`src/rtl/lcd_spi_pkg.sv`:
```
// lcd_spi_pkg: shared state encoding, DC levels and byte-enable search for lcd_spi_tx.
package lcd_spi_pkg;

    typedef enum logic [2:0] {ST_RST, ST_WAKE, ST_IDLE, ST_SHIFT, ST_GAP} state_t;

    localparam logic DC_CMD  = 1'b0;
    localparam logic DC_DATA = 1'b1;

    // Highest enabled byte index strictly below idx; bit 2 flags that one exists.
    // Passing idx = bytes-per-word yields the first byte of a word.
    function automatic logic [2:0] next_kept_byte(input logic [3:0] keep, input logic [2:0] idx);
        next_kept_byte = 3'b000;
        for (int i = 0; i < 4; i++)
            if (keep[i] && i < int'(idx))
                next_kept_byte = {1'b1, 2'(i)};
    endfunction

endpackage

```
`src/rtl/lcd_spi_tick_gen.sv`:
```
// lcd_spi_tick_gen: SCK half-period divider emitting rise/fall strobes while enabled.
module lcd_spi_tick_gen #(
    parameter int CLK_DIV = 2
) (
    input  logic CLK,
    input  logic RESET,
    input  logic en,
    output logic rise,
    output logic fall
);

    localparam int CW = $clog2(CLK_DIV + 1);

    logic [CW-1:0] cnt;
    logic          phase;
    logic          wrap;

    assign wrap = cnt == CW'(CLK_DIV - 1);
    assign rise = en && wrap && !phase;
    assign fall = en && wrap && phase;

    // Free-running half-period counter, parked at phase 0 whenever disabled.
    always_ff @(posedge CLK) begin
        if (RESET || !en) begin
            cnt   <= '0;
            phase <= 1'b0;
        end else if (wrap) begin
            cnt   <= '0;
            phase <= !phase;
        end else begin
            cnt   <= cnt + 1'b1;
        end
    end

endmodule

```
`src/rtl/lcd_spi_tx.sv`:
```
// lcd_spi_tx: AXI-Stream to SPI mode-0 serializer for ST7789-class panels; optional LCD_CS via LCD_SPI_TX_CS_EN.
module lcd_spi_tx
    import lcd_spi_pkg::*;
#(
    parameter int DATA_WIDTH  = 8,
    parameter int CLK_DIV     = 2,
    parameter int RST_CYCLES  = 1000,
    parameter int WAKE_CYCLES = 12000000,
    parameter int GAP_CYCLES  = 4
) (
    input  logic                    CLK,
    input  logic                    RESET,
    input  logic                    BACKLIGHT,
    input  logic [DATA_WIDTH-1:0]   S_AXIS_TDATA,
    input  logic [DATA_WIDTH/8-1:0] S_AXIS_TKEEP,
    input  logic                    S_AXIS_TUSER,
    input  logic                    S_AXIS_TVALID,
    input  logic                    S_AXIS_TLAST,
    output logic                    S_AXIS_TREADY,
    output logic                    INIT_DONE,
    output logic                    LCD_BLK,
    output logic                    LCD_RST,
    output logic                    LCD_DC,
    output logic                    LCD_SDA,
    output logic                    LCD_SCK
`ifdef LCD_SPI_TX_CS_EN
    ,
    output logic                    LCD_CS
`endif
);

    localparam int NB = DATA_WIDTH / 8;
    localparam int BW = $clog2(DATA_WIDTH);
    localparam int MC = RST_CYCLES > WAKE_CYCLES ? (RST_CYCLES > GAP_CYCLES ? RST_CYCLES : GAP_CYCLES)
                                                 : (WAKE_CYCLES > GAP_CYCLES ? WAKE_CYCLES : GAP_CYCLES);
    localparam int CW = $clog2(MC + 1);

    state_t                state;
    logic [CW-1:0]         cnt;
    logic [BW-1:0]         pos;
    logic [DATA_WIDTH-1:0] data_r;
    logic [NB-1:0]         keep_r;
    logic                  last_r;
    logic                  empty_r;
    logic                  rise;
    logic                  fall;
    logic                  hs;
    logic                  fin;
    logic [2:0]            first_kb;
    logic [2:0]            next_kb;
    logic [BW-1:0]         first_pos;
    logic [BW-1:0]         nxt_pos;

    // pos is a bit index into the whole word; on a byte boundary jump to the next kept byte's MSB.
    assign first_kb  = next_kept_byte(4'(S_AXIS_TKEEP), 3'(NB));
    assign next_kb   = next_kept_byte(4'(keep_r), 3'(pos >> 3));
    assign first_pos = BW'({first_kb[1:0], 3'b111});
    assign nxt_pos   = pos[2:0] == 3'd0 ? BW'({next_kb[1:0], 3'b111}) : pos - 1'b1;
    assign hs        = state == ST_IDLE && S_AXIS_TREADY && S_AXIS_TVALID;
    assign fin       = state == ST_SHIFT && (empty_r || (fall && pos[2:0] == 3'd0 && !next_kb[2]));

    lcd_spi_tick_gen #(.CLK_DIV(CLK_DIV)) u_tick (
        .CLK   (CLK),
        .RESET (RESET),
        .en    (state == ST_SHIFT),
        .rise  (rise),
        .fall  (fall)
    );

    // Panel init sequencing, word handshake and bit shifting with registered pin outputs.
    always_ff @(posedge CLK) begin
        if (RESET) begin
            state         <= ST_RST;
            cnt           <= '0;
            pos           <= '0;
            data_r        <= '0;
            keep_r        <= '0;
            last_r        <= 1'b0;
            empty_r       <= 1'b0;
            LCD_RST       <= 1'b0;
            LCD_SCK       <= 1'b0;
            LCD_SDA       <= 1'b0;
            LCD_DC        <= DC_CMD;
            S_AXIS_TREADY <= 1'b0;
            INIT_DONE     <= 1'b0;
        end else begin
            case (state)
                ST_RST:
                    if (cnt == CW'(RST_CYCLES - 1)) begin
                        state   <= ST_WAKE;
                        cnt     <= '0;
                        LCD_RST <= 1'b1;
                    end else begin
                        cnt <= cnt + 1'b1;
                    end
                ST_WAKE:
                    if (cnt == CW'(WAKE_CYCLES - 1)) begin
                        state         <= ST_IDLE;
                        cnt           <= '0;
                        INIT_DONE     <= 1'b1;
                        S_AXIS_TREADY <= 1'b1;
                    end else begin
                        cnt <= cnt + 1'b1;
                    end
                ST_IDLE:
                    if (hs) begin
                        state         <= ST_SHIFT;
                        S_AXIS_TREADY <= 1'b0;
                        data_r        <= S_AXIS_TDATA;
                        keep_r        <= S_AXIS_TKEEP;
                        last_r        <= S_AXIS_TLAST;
                        empty_r       <= !first_kb[2];
                        LCD_DC        <= S_AXIS_TUSER;
                        pos           <= first_pos;
                        if (first_kb[2])
                            LCD_SDA <= S_AXIS_TDATA[first_pos];
                    end
                ST_SHIFT:
                    if (fin) begin
                        state         <= last_r ? ST_GAP : ST_IDLE;
                        S_AXIS_TREADY <= !last_r;
                        LCD_SCK       <= 1'b0;
                        cnt           <= '0;
                    end else if (rise) begin
                        LCD_SCK <= 1'b1;
                    end else if (fall) begin
                        LCD_SCK <= 1'b0;
                        pos     <= nxt_pos;
                        LCD_SDA <= data_r[nxt_pos];
                    end
                ST_GAP:
                    if (cnt == CW'(GAP_CYCLES - 1)) begin
                        state         <= ST_IDLE;
                        cnt           <= '0;
                        S_AXIS_TREADY <= 1'b1;
                    end else begin
                        cnt <= cnt + 1'b1;
                    end
                default: state <= ST_RST;
            endcase
        end
    end

    // Backlight follows its request one clock later, independent of the FSM.
    always_ff @(posedge CLK) LCD_BLK <= RESET ? 1'b0 : BACKLIGHT;

`ifdef LCD_SPI_TX_CS_EN
    // Chip select spans a whole transaction: first handshake until the TLAST word's final bit.
    always_ff @(posedge CLK) LCD_CS <= RESET ? 1'b1 : hs ? 1'b0 : (fin && last_r) ? 1'b1 : LCD_CS;
`endif

endmodule
```
`config.mk`:
```
export PLATFORM = sky130hd
export DESIGN_NAME = lcd_spi_tx
export DESIGN_NICKNAME = d
export VERILOG_FILES = /design/src/rtl/lcd_spi_pkg.sv /design/src/rtl/lcd_spi_tick_gen.sv /design/src/rtl/lcd_spi_tx.sv
export SDC_FILE = /design/constraint.sdc
export NUM_CORES = 1
export LEC_CHECK = 0
export BUFFER_PORTS_ARGS = -buffer_cell sky130_fd_sc_hd__buf_2
export CAP_MARGIN = 5
export CELL_PAD_IN_SITES_DETAIL_PLACEMENT = 1
export CELL_PAD_IN_SITES_GLOBAL_PLACEMENT = 1
export CORE_ASPECT_RATIO = 0.7
export CORE_UTILIZATION = 48
export DETAILED_ROUTE_END_ITERATION = 10
export GPL_TIMING_DRIVEN = 1
export PLACE_DENSITY = 0.89
export SYNTH_ARGS = -nofsm -noshare
export SYNTH_HDL_FRONTEND = slang
export SYNTH_SLANG_ARGS = --single-unit
```
`constraint.sdc`:
```
create_clock -name CLK -period 4.5 [get_ports CLK]
set_clock_uncertainty 0.2 [all_clocks]
set_input_delay 0.45 -clock CLK [delete_from_list [all_inputs] [get_ports CLK]]
set_output_delay 0.45 -clock CLK [all_outputs]
set_load 0.02 [all_outputs]
```
==> run_results.csv, run 1 <==
group,metric,value,unit
run_status,status,"completed",
detailed_routing,dr.pass1.iters,4,
power,leakage,0.969,nW
sta,finalSetupViolations,0,
worst_setup_path,critical_path_arrival,2720,ps
sta,hold_viol,0,
worst_setup_path,cpPeakStageDelay,520,ps
detailed_routing,avgViaCountPerCell,5.63,
cts,clock_path_buffers,2,
synthesis,syn-num-nets,310,
synthesis,synth_top_area_share,40.1,%
synthesis,yosys-top-cells-area,"dfxtp_1 40%, nor2_1 7.8%, mux2i_1 5.2%",
cts,numClockSinks,50,
cts,postCtsHoldBufs,0,
sta,period_needed,2760,ps
cts,root_buffer,"clkbuf_8",
grt,grt_pass1_vias,2230,
grt,grt_first_pass_wirelength,11000,um
worst_hold_path,hp-class,"input pin to register",
worst_setup_path,cpLargestDelayFamily,"compound AO/OA/AOI/OAI gates",
synthesis,synth_cells,291,
worst_setup_path,cp_slowest_cell,"o41ai_2",
detailed_routing,ant_nets,0,
finish,drive_above_1_share,13.9,%
finish,layoutNonFillerInstCount,379,
detailed_routing,vias,2132,
cts,cts_buffers,5,
cts,worstSkewPairLatency,310,ps
floorplanning,initial_core_util,51.1,%
sta,grt_setup_unrepaired,"false",
detailed_routing,avgRoutedWirePerCell,17.0,um
worst_setup_path,crit_path_end_kind,"register",
sta,worst_pin_slew,1180,ps
detailed_routing,drc,0,
floorplanning,rows,21,
synthesis,post_synth.cell_area_avg,8.58,um2
cts,htree_levels,2,
synthesis,ys.flop_type,"dfxtp_1",
placement,placed_cells,371,
worst_setup_path,critPathMaxFanout,22,
floorplanning,die_h,62.3,um
worst_setup_path,critPathKind,"register to register",
finish,area_growth,9.82,%
worst_setup_path,critPathRequiredTime,4470,ps
worst_setup_path,path_buf_inv,0,
synthesis,synth_top_area_cell,"dfxtp_1",
power,cellPowerDensity,390,nW/um2
placement,dp_hpwl,4710,um
synthesis,netlist-cell-type-count,53,
floorplanning,ios,22,
finish,final_common_cell,"nor2_1",
placement,place.port_buffers,21,
floorplanning,die_w,88.2,um
synthesis,synth_edf_count,0,
sta,max-slew-margin-rel,20.9,%
grt,grt-ovfl-total,0,
worst_setup_path,ff2ff_setup_slack,1740,ps
finish,finalNetCount,328,
finish,antenna_cells,0,
floorplanning,core_area,4890,um2
floorplanning,dieArea,5500,um2
synthesis,syn_area,2500,um2
power,comb_power_share,22.1,%
power,peakVddDrop,0.000190,V
synthesis,ys_seq_area_share,40.1,%
detailed_routing,drt_wl_total,6460,um
flow_run,drv_cap,0,
power,intPower,0.000715,W
finish,final_cell_mix,"52 x nor2_1, 50 x dfxtp_1, 22 x nand2_1",
power,p_clk_share,29.8,%
sta,fin_crit_sh,61.2,%
worst_setup_path,worstSetupStartpointType,"register",
synthesis,synth_seq_cells,50,
cts,cts.clk_slew.worst_paths,90,ps
grt,grt_max_degree,32,
synthesis,ys_async_sr_fraction,0,%
cts,ctsResizeCount,0,
grt,grt_antenna_before_repair,0,
power,switching_share,33.1,%
sta,fmax,363,MHz
power,seqPwrFrac,48.1,%
placement,gp_congestion,0.831,
power,p_switching,0.000354,W
worst_setup_path,worstPathCellList,"nor4_1 > nand4_1 > o41ai_2 > nand3_2 > o21bai_4 > o21ai_0",
sta,fin_tns_setup,0,ps
cts,cts_tree,"yes",
detailed_routing,drt-initial-drc-count,114,
cts,post_cts_buffers,0,
grt,track_usage,26.2,%
sta,slew_violations,0,
synthesis,yosys_warnings,0,
-- cell usage after synthesis, types with 2 or more instances --
cell      count
nor2_1       52
dfxtp_1      50
nand2_1      22
mux2i_1      13
xnor2_1      13
nand3_1      12
inv_1        11
xor2_1        9
and3_1        8
nand4_1       8
nor3_1        8
o21ai_0       8
a21oi_1       7
nor4_1        6
clkbuf_1      5
a31oi_1       4
ha_1          4
o22ai_1       4
nand2b_1      3
nor2_2        3
nor2b_1       3
and2_1        2
and4b_1       2
buf_6         2
mux4_2        2
o211ai_1      2
o31ai_1       2
-- layer usage --
| metal | global-route usage (%) | part of all wire (%) |
|---|---|---|
| met1 | 35.4 | 48 |
| met5 | 0 | 0 |
| met4 | 7.06 | 0.91 |
| met2 | 41.9 | 46 |
| met3 | 5.85 | 4.9 |
-- layout make-up --
type | instances | area [um2]
Clock buffer | 7 | 76.3
Clock inverter | 1 | 30.0
Fill cell | 596 | 2150
Inverter | 11 | 41.3
Multi-Input combinational cell | 220 | 1400
Sequential cell | 50 | 1000
Tap cell | 69 | 86.3
Timing Repair Buffer | 21 | 105
-- path summary, 6_finish.rpt --
check	from	to	cells past startpoint
max	cnt[21]$_SDFFE_PP0P_	cnt[11]$_SDFFE_PP0P_	6
max reg2reg	cnt[21]$_SDFFE_PP0P_	cnt[11]$_SDFFE_PP0P_	6
min reg2reg	u_tick.cnt[0]$_SDFF_PP0_	u_tick.cnt[0]$_SDFF_PP0_	1
min	S_AXIS_TKEEP	empty_r$_SDFFE_PP0P_	2
-- stage by stage --
stage | instance area (um2) | hold WS, ps | utilization [%] | worst slack [ps] | total power [W]
finish | 2740 | 123 | 56.1 | 1740 | 0.00107
global route | 2740 | 132 | 56.1 | 1600 | 0.00112
CTS | 2740 | 122 | 56.1 | 1740 | 0.00107
detailed placement | 2640 | 224 | 53.9 | 1790 | 0.000751
global placement | 2640 | 224 | 53.9 | 2000 | 0.000738
floorplan | 2500 | 207 | - | 2310 | 0.000690
-- flip-flops by register name, indices dropped and copies added (netlist names), 2 cells and up --
signal and flops:
u_tick.cnt 2, data_r 8, state 3, cnt 24, pos 3
-- power by group through the flow --
stage | clock, W | sequential (W) | combinational [W]
floorplan | 0 | 0.000504 | 0.000186
global placement | 0 | 0.000519 | 0.000219
detailed placement | 0 | 0.000523 | 0.000228
CTS | 0.000322 | 0.000513 | 0.000233
global route | 0.000347 | 0.000520 | 0.000258
finish | 0.000319 | 0.000514 | 0.000237
-- cell families after synthesis --
kind of cell               Yosys count  synth area share (%)
adders and majority gates            4                  2.01
AOI/OAI and AO/OA                   38                  10.5
buffers and inverters               21                  3.96
DFF                                 50                  40.1
and+or+nand+nor                    141                  28.7
muxes                               15                  7.02
xor gates and xnor gates            22                  7.72
(Power assumes the default switching activity.)
==> inputs of run 2 (changes only) <==
--- a/config.mk
+++ b/config.mk
@@ -10,10 +10,10 @@
 export CELL_PAD_IN_SITES_DETAIL_PLACEMENT = 1
 export CELL_PAD_IN_SITES_GLOBAL_PLACEMENT = 1
 export CORE_ASPECT_RATIO = 0.7
-export CORE_UTILIZATION = 48
+export CORE_UTILIZATION = 45
 export DETAILED_ROUTE_END_ITERATION = 10
 export GPL_TIMING_DRIVEN = 1
-export PLACE_DENSITY = 0.89
+export PLACE_DENSITY = 0.84
 export SYNTH_ARGS = -nofsm -noshare
 export SYNTH_HDL_FRONTEND = slang
 export SYNTH_SLANG_ARGS = --single-unit
==> constraint.sdc (replaced) <==
create_clock -name CLK -period 2.7 [get_ports CLK]
set_clock_uncertainty 0.2 [all_clocks]
set_input_delay 0.27 -clock CLK [delete_from_list [all_inputs] [get_ports CLK]]
set_output_delay 0.27 -clock CLK [all_outputs]
set_load 0.02 [all_outputs]
==> run 2 against run 1 <==
  * Combinational power increased by 89%
  * Largest power group unchanged
  * Hold slack lost 120 ps
  * Worst setup slack got worse by 1500 ps
  * Design area increased by 5.5%
  * Die area is 6.5% higher
  * Flip-flop and latch count unchanged
  * Non-clock buffer count rose by 11
==> run_results.csv, run 2 (synthesis gave the netlist of run 1 again) <==
group,metric,value,unit
run_status,status,"completed",
detailed_routing,dr.pass1.iters,4,
worst_setup_path,worstPathCellList,"nor4_4 > nand4_1 > o41ai_2 > nand3_2 > o21bai_4 > buf_12 > o21ai_0",
cts,htree_levels,2,
floorplanning,initial_core_util,47.2,%
finish,utilization,54.7,%
detailed_routing,drc,0,
worst_setup_path,cpLargestDelayFamily,"compound AO/OA/AOI/OAI gates",
finish,top_register,"cnt",
sta,grt_setup_unrepaired,"false",
placement,place_area,2690,um2
worst_setup_path,cp_slowest_cell,"o41ai_2",
sta,max-slew-margin-rel,62.0,%
floorplanning,dieArea,5850,um2
floorplanning,core_area,5290,um2
detailed_routing,drt_wl_total,6460,um
worst_setup_path,crit_path_end_kind,"register",
sta,slew_violations,0,
finish,area_growth,15.8,%
worst_setup_path,critPathMaxFanout,22,
sta,period_needed,2450,ps
worst_setup_path,worstSetupEndpoint,"cnt[11]$_SDFFE_PP0P_",
cts,cts.clk_slew.worst_paths,100,ps
flow_run,drv_cap,0,
sta,fin_tns_setup,0,ps
worst_setup_path,critPathRequiredTime,2690,ps
placement,place.port_buffers,21,
sta,fin_crit_sh,90.6,%
placement,gp_congestion,0.834,
worst_setup_path,path_buf_inv,1,
worst_setup_path,critPathKind,"register to register",
worst_setup_path,ff2ff_setup_slack,250,ps
worst_setup_path,cp.depth,7,
sta,fmax,409,MHz
floorplanning,die_h,64.3,um
finish,final_common_cell,"nor2_1",
finish,final_area,2890,um2
worst_hold_path,min_from,"S_AXIS_TDATA[1]",
finish,top_regs,"cnt x24, data_r x8",
detailed_routing,avgViaCountPerCell,5.61,
cts,post_cts_buffers,0,
worst_setup_path,ff2ff_path_depth,7,
finish,antenna_cells,0,
detailed_routing,wl_met3,271,um
placement,dpl_worst_slack,328,ps
grt,grt_antenna_before_repair,0,
worst_setup_path,worstSetupStartpointType,"register",
grt,grt-ovfl-total,0,
cts,cts_tree,"yes",
cts,ctsResizeCount,0,
worst_setup_path,r2r-start,"cnt[10]$_SDFFE_PP0P_",
cts,root_buffer,"clkbuf_8",
grt,track_usage,23.3,%
sta,worst_pin_slew,570,ps
finish,finalNetCount,339,
finish,nFillCells,671,
sta,finalSetupViolations,0,
worst_setup_path,critical_path_arrival,2440,ps
grt,grt_pass1_vias,2111,
cts,clock_path_buffers,2,
detailed_routing,drt-initial-drc-count,143,
sta,hold_viol,0,
worst_hold_path,hp-class,"input pin to register",
worst_setup_path,cpPeakStageDelay,530,ps
detailed_routing,avgRoutedWirePerCell,16.4,um
detailed_routing,drt-met1-wl,3340,um
power,p_total,0.00195,W
grt,grt_first_pass_wirelength,10700,um
detailed_routing,maxUsedRoutingLayer,"met4",
power,leakage,1.04,nW
placement,dp_hpwl,4580,um
power,cellPowerDensity,674,nW/um2
floorplanning,die_w,91.0,um
detailed_routing,wl_met2,2810,um
cts,worstSkewPairLatency,310,ps
floorplanning,ios,22,
sta,worst_slack,255,ps
cts,cts_buffers,5,
cts,numClockSinks,50,
grt,grt_max_degree,32,
finish,drive_above_1_share,15.6,%
finish,final_cell_mix,"52 x nor2_1, 50 x dfxtp_1, 22 x nand2_1",
detailed_routing,ant_nets,0,
worst_setup_path,crit_start,"cnt[10]$_SDFFE_PP0P_",
worst_setup_path,reg2reg_to,"cnt[11]$_SDFFE_PP0P_",
floorplanning,rows,22,
detailed_routing,vias,2204,
finish,largest_reg_flops,24,
power,peakVddDrop,0.000390,V
-- run 2: how the worst min path moves through the flow --
stage | slack (ps) | cells past startpoint | to
after floorplan | 170 | 1 | empty_r$_SDFFE_PP0P_
after global placement | 220 | 1 | u_tick.cnt[0]$_SDFF_PP0_
after detailed placement | 230 | 1 | u_tick.cnt[0]$_SDFF_PP0_
after CTS | 2 | 3 | data_r[1]$_SDFFE_PP0P_
after global routing | 10 | 3 | data_r[2]$_SDFFE_PP0P_
final | 1 | 3 | data_r[1]$_SDFFE_PP0P_
-- run 2: layout make-up --
cell class	count	area, um2	area share (%)
clock buffer	6	82.6	2.86
clock inverter	2	60.1	2.08
inverter	11	41.3	1.43
multi-input combinational	220	1400	48.5
sequential	50	1000	34.6
tap	72	90.1	3.12
timing repair buffer	32	215	7.44
-- run 2: repair_timing --
item | CTS | global route
hold buffers | 6 | 0
endpoints found under the hold margin | 6 | 0
endpoints found under the setup margin | 0 | 0
-- run 2: metal layers --
layer / vias to the layer above / GRT usage, %
li1: 1076 / -
met1: 1075 / 33.6
met2: 49 / 36.6
met3: 4 / 3.93
met4: 0 / 4.76
met5: - / 0
-- run 2: power breakdown --
group / switching (W) / internal, W / leakage (nW) / total, W
logic: 0.000279 / 0.000170 / 0.569 / 0.000449
registers: 0.0000622 / 0.000779 / 0.404 / 0.000842
clock network: 0.000262 / 0.000395 / 0.0714 / 0.000658
-- run 2: worst min-delay path, cell delays in order --
cell and delay [ps]:
buf_2 80, mux2i_1 60, nor2_1 70
-- run 2: per-stage QoR --
stage,instances,hold slack (ps)
after floorplan,291,166
after global placement,379,220
after detailed placement,379,228
after CTS,393,2.50
after global routing,393,10.5
final,393,1.08
